$ cat config.mk
export PLATFORM = sky130hd
export DESIGN_NAME = stopwatch_ctrl
export DESIGN_NICKNAME = d
export VERILOG_FILES = /design/src/rtl/stopwatch_ctrl.sv
export SDC_FILE = /design/constraint.sdc
export NUM_CORES = 1
export LEC_CHECK = 0
export ABC_AREA = 1
export BUFFER_PORTS_ARGS = -buffer_cell sky130_fd_sc_hd__clkbuf_2
export CAP_MARGIN = 5
export CORE_MARGIN = 3
export CORE_UTILIZATION = 25
export CTS_CLUSTER_SIZE = 16
export DETAILED_ROUTE_END_ITERATION = 8
export REMOVE_ABC_BUFFERS = 1
export SLEW_MARGIN = 25
export SYNTH_ARGS = -nofsm -noshare
export SYNTH_HDL_FRONTEND = slang
export SYNTH_SLANG_ARGS = --single-unit
$ cat constraint.sdc
create_clock -name clk_in -period 1.7 [get_ports clk_in]
set_input_delay 0.17 -clock clk_in [delete_from_list [all_inputs] [get_ports clk_in]]
set_output_delay 0.17 -clock clk_in [all_outputs]
set_load 0.005 [all_outputs]
$ cat src/rtl/stopwatch_ctrl.sv
// Stopwatch control FSM: buttons to run/pause/clear/adjust actions
// for a 4-digit BCD counter chain, with terminal preset detection.
module stopwatch_ctrl #(
  parameter logic [15:0] PRESET_LO = 16'h1020,
  parameter logic [15:0] PRESET_HI = 16'h4030,
  parameter logic [7:0]  MIN_LO    = 8'h10,
  parameter logic [7:0]  MIN_HI    = 8'h49
) (
  input  logic        clk_in,
  input  logic        RESET,
  input  logic        START,
  input  logic        CLEAR,
  input  logic        REVERSE,
  input  logic        ADD,
  input  logic        SUBTRACT,
  input  logic        TICK,
  input  logic [15:0] Q,
  output logic        CNT_EN,
  output logic        DIR,
  output logic        LOAD,
  output logic [15:0] LOAD_VALUE,
  output logic        DONE,
  output logic [1:0]  STATE
);

  typedef enum logic [1:0] {
    S_IDLE  = 2'b00,
    S_RUN   = 2'b01,
    S_PAUSE = 2'b10,
    S_DONE  = 2'b11
  } state_t;

  state_t      state;
  logic        dir_r;
  logic        load_r;
  logic        done_r;
  logic [15:0] lv_r;
  logic        init_pend;

  logic start_q;
  logic clear_q;
  logic add_q;
  logic sub_q;

  logic start_e;
  logic clear_e;
  logic add_e;
  logic sub_e;

  logic        term;
  logic        adj_ok;
  logic [7:0]  m;
  logic [7:0]  m_next;
  logic [15:0] adj_val;

  function automatic logic [7:0] bcd_inc(
    input logic [7:0] v
  );
    if (v[3:0] == 4'd9)
      return {v[7:4] + 4'd1, 4'd0};
    else
      return {v[7:4], v[3:0] + 4'd1};
  endfunction

  function automatic logic [7:0] bcd_dec(
    input logic [7:0] v
  );
    if (v[3:0] == 4'd0)
      return {v[7:4] - 4'd1, 4'd9};
    else
      return {v[7:4], v[3:0] - 4'd1};
  endfunction

  function automatic logic [15:0] preset(
    input logic d
  );
    return d ? PRESET_HI : PRESET_LO;
  endfunction

  assign start_e = START    & ~start_q;
  assign clear_e = CLEAR    & ~clear_q;
  assign add_e   = ADD      & ~add_q;
  assign sub_e   = SUBTRACT & ~sub_q;

  // BCD digit order keeps plain unsigned compare meaningful
  assign term = dir_r ? (Q <= PRESET_LO)
                      : (Q >= PRESET_HI);

  assign CNT_EN = (state == S_RUN) & TICK & ~term;

  assign m = Q[15:8];

  always_comb begin
    adj_ok = 1'b0;
    m_next = m;
    if (add_e && !sub_e && m != MIN_HI) begin
      adj_ok = 1'b1;
      m_next = bcd_inc(m);
    end else if (sub_e && !add_e && m != MIN_LO) begin
      adj_ok = 1'b1;
      m_next = bcd_dec(m);
    end
  end

  assign adj_val = {m_next, Q[7:0]};

  always_ff @(posedge clk_in) begin
    if (RESET) begin
      state     <= S_IDLE;
      dir_r     <= 1'b0;
      load_r    <= 1'b0;
      lv_r      <= 16'h0000;
      done_r    <= 1'b0;
      init_pend <= 1'b1;
      start_q   <= 1'b0;
      clear_q   <= 1'b0;
      add_q     <= 1'b0;
      sub_q     <= 1'b0;
    end else begin
      start_q   <= START;
      clear_q   <= CLEAR;
      add_q     <= ADD;
      sub_q     <= SUBTRACT;
      load_r    <= 1'b0;
      init_pend <= 1'b0;
      if (clear_e) begin
        state  <= S_IDLE;
        dir_r  <= REVERSE;
        load_r <= 1'b1;
        lv_r   <= preset(REVERSE);
        done_r <= 1'b0;
      end else if (state == S_RUN && term) begin
        state  <= S_DONE;
        done_r <= 1'b1;
      end else begin
        unique case (state)
          S_IDLE: begin
            // direction change or init load wins over adjust
            if (REVERSE != dir_r) begin
              dir_r  <= REVERSE;
              load_r <= 1'b1;
              lv_r   <= preset(REVERSE);
            end else if (init_pend) begin
              load_r <= 1'b1;
              lv_r   <= preset(dir_r);
            end else if (!start_e && adj_ok) begin
              load_r <= 1'b1;
              lv_r   <= adj_val;
            end
            if (start_e)
              state <= S_RUN;
          end
          S_RUN: begin
            if (start_e)
              state <= S_PAUSE;
          end
          S_PAUSE: begin
            if (start_e) begin
              state <= S_RUN;
            end else if (adj_ok) begin
              load_r <= 1'b1;
              lv_r   <= adj_val;
            end
          end
          S_DONE: begin
            state <= S_DONE;
          end
          default: state <= S_IDLE;
        endcase
      end
    end
  end

  assign DIR        = dir_r;
  assign LOAD       = load_r;
  assign LOAD_VALUE = lv_r;
  assign DONE       = done_r;
  assign STATE      = state;

endmodule

==> results.txt <==
Grt ovf: 0
Vias in the first global route: 1709
Area grow syn2layout: 29.0%
Post-synth top area cell: dfxtp_1
Via Count: 1757
Final core utilization: 33.4%
CP Data Required Time: 1.53 ns
Power per cell area: 726 nW/um^2
ANT cells: 0
Top Layer Used: met4
Max Transition Viols Final: 0
Synth Flop Type: dfxtp_1
Root Driver: clkbuf_8
Unique masters post-synth: 28
DRT Pass-1 Iters: 6
Commonest cells post-synth: nand2_1 (50), inv_1 (37), nand3_1 (29)
Final wirelength: 4410 microns
Worst setup SP type: flop
Syn Inst Count: 258
Share of layout cells above drive strength 1: 31.3%
Via/cell ratio: 4.26
Peak VDD IR: 0.398 mV
Critical path buffers and inverters: 2
Status: complete, no violations
Metal3 WL: 245 microns
DIE AREA: 8110 sq um
Final #Nets: 349
Crit path kind: flop to output pin
TritonCTS Sinks: 26
Die width: 90.1 microns
TNS Setup: 0 ns
Post-synth EDFFs: 0
Total Power: 0.00165 W
H-tree levels: 1
Clock Skews: 0.0108 ns
Worst-Margin Slew: 0.305 ns
Number of I/O port buffers: 45
Worst hold slack: 0.102 ns
Gr usage total: 11.2%
First-pass GRT wire length: 7740 microns
Ports: 46
Max-Cap Viols: 0
Worst path arrival time: 1.39 ns
Core ar.: 6830 sq um
Yosys reg bits: 26
Register area share after synthesis: 29.5%
Final worst-path cycle share: 91.9%
Synth top area share: 29.5%
R2R Setup Slk: 0.15 ns
Pin count of the biggest net entering global routing: 16
Vert. Die Dim: 90.1 microns
Nature of the critical path endpoint: output pin
Initial antenna violation count: 0
Reg clk slew, reported paths: 0.08 ns
Synth area leaders: dfxtp_1 (29%), nand2_1 (11%), nand3_1 (8.2%)
CTS buffer count: 3
Slowest Stage Delay on Critical Path: 0.32 ns
Setup violations, final: 0
Synth Cell Area: 1770 sq um
CP delay by family, top: flip-flops
Pleak: 1.11 nW
CTS tree: built
Worst-skew pair later-pin latency: 0.27 ns
Max transition margin: 79.7%
Post-CTS Setup Bufs: 0
Min Clock Period, post-route: 1.56 ns
Clock buffer depth: 2
Row cnt: 30
Leading cell type by number of instances after synthesis: nand2_1
Post-placement setup slack: -0.0179 ns
CP Depth: 6
Crit-path slowest cell: dfxtp_1
Met2 Wirelength: 2010 microns
HPWL Detailed: 3720 microns
Fin. Hold Viols: 0
Slack of the critical path: 0.137 ns
Synthesized area per cell: 6.85 sq um
Initial core utilization: 25.9%
DR WL/cell: 10.7 microns
Hold crit path type: input port to flop
CTS Hold Buffers Added: 0
RD Place Congestion: 0.851
Worst-path maximum fanout: 5
R2R depth: 11
Sequence of cells on the critical path: buf_4 > a211oi_2 > o21ai_1 > nand2_2 > and3_1 > clkbuf_2
Final routed DRC violation total: 0
Antenna-violating nets left: 0
M1 WL: 2120 microns
DR iter-0 viols: 73
Hold path cells: 3
Ys async rst share: 0%
Fmax: 0.640 GHz
Synth warn: 0
## logic make-up (layout without fill, tap and decap cells)
logic type | Yosys count | count (layout) | synth area share, %
and+or+nand+nor | 128 | 128 | 34.6
AOI/OAI and AO/OA | 44 | 44 | 14.7
DFF | 26 | 26 | 29.5
adders and majority gates | 8 | 8 | 5.67
xor gates and xnor gates | 6 | 6 | 2.97
buffers and inverters | 46 | 104 | 12.5
## layout by cell type (no fill, tap or decap)
cell type	n
buf_12	1
a211oi_2	1
dfxtp_1	26
nand3b_1	1
nor2_1	26
clkbuf_2	45
nor2_4	5
bufinv_16	1
nor2_2	2
o21ai_4	1
nand3_4	1
clkbuf_8	3
nand2_4	3
a21oi_1	15
xnor2_1	1
xor2_1	5
and3_1	1
o21ai_1	4
inv_1	35
nand2_1	48
ha_1	7
nand3_1	28
nand2_2	10
o211ai_1	3
clkinv_2	1
inv_2	2
nand3_2	1
o21ai_0	15
a21oi_2	5
buf_4	16
ha_2	1
nand4_1	2
## sequential cells by signal (all words and copies together) (netlist names)
name        count
LOAD            1
add_q           1
DONE            1
init_pend       1
clear_q         1
STATE           2
LOAD_VALUE     16
start_q         1
DIR             1
sub_q           1
## timing repair
| item | in CTS | in global routing |
|---|---|---|
| setup endpoints to repair | 1 | 4 |
| endpoints found under the hold margin | 0 | 0 |
| resized for setup | 1 | 11 |
| cloned | 0 | 0 |
| pin swaps | 0 | 1 |
## layer usage
metal / up-vias / GRT usage, %
li1: 936 / -
met1: 778 / 15.1
met2: 41 / 18.5
met3: 2 / 3.01
met4: 0 / 1.28
met5: - / 0
## final timing paths
| check | from | end |
|---|---|---|
| setup / recovery | DIR | CNT_EN |
| hold / removal | SUBTRACT | sub_q |
| setup reg to reg | sub_q | LOAD_VALUE[1] |
| hold reg to reg | LOAD_VALUE[12] | LOAD_VALUE[12] |
## worst reg2reg max path, delay by kind of cell, from the launching register on
kind,cells,cell delay (ns)
buffers and inverters,3,0.31
AND/OR/NAND/NOR,7,0.67
flip-flops,1,0.31
AO/OA/AOI/OAI,1,0.17
## stage by stage
stage / instance area [sq um] / instances
finish: 2280 / 412
global route: 2280 / 412
CTS: 2250 / 412
detailed placement: 2170 / 408
global placement: 2170 / 408
floorplan: 1690 / 250
## report_power, final
part | total, W | switching [W] | internal (W)
sequential | 0.000688 | 0.0000272 | 0.000661
clock | 0.000503 | 0.000188 | 0.000315
combinational | 0.000463 | 0.000266 | 0.000196
## layout make-up
class                      count  area (sq um)
timing repair buffer          62           365
clock buffer                   3          41.3
multi-input combinational    186          1060
inverter                      38           144
tap                           96           120
clock inverter                 1          30.0
sequential                    26           520
fill                         786          4550
(Power assumes the default switching activity.)
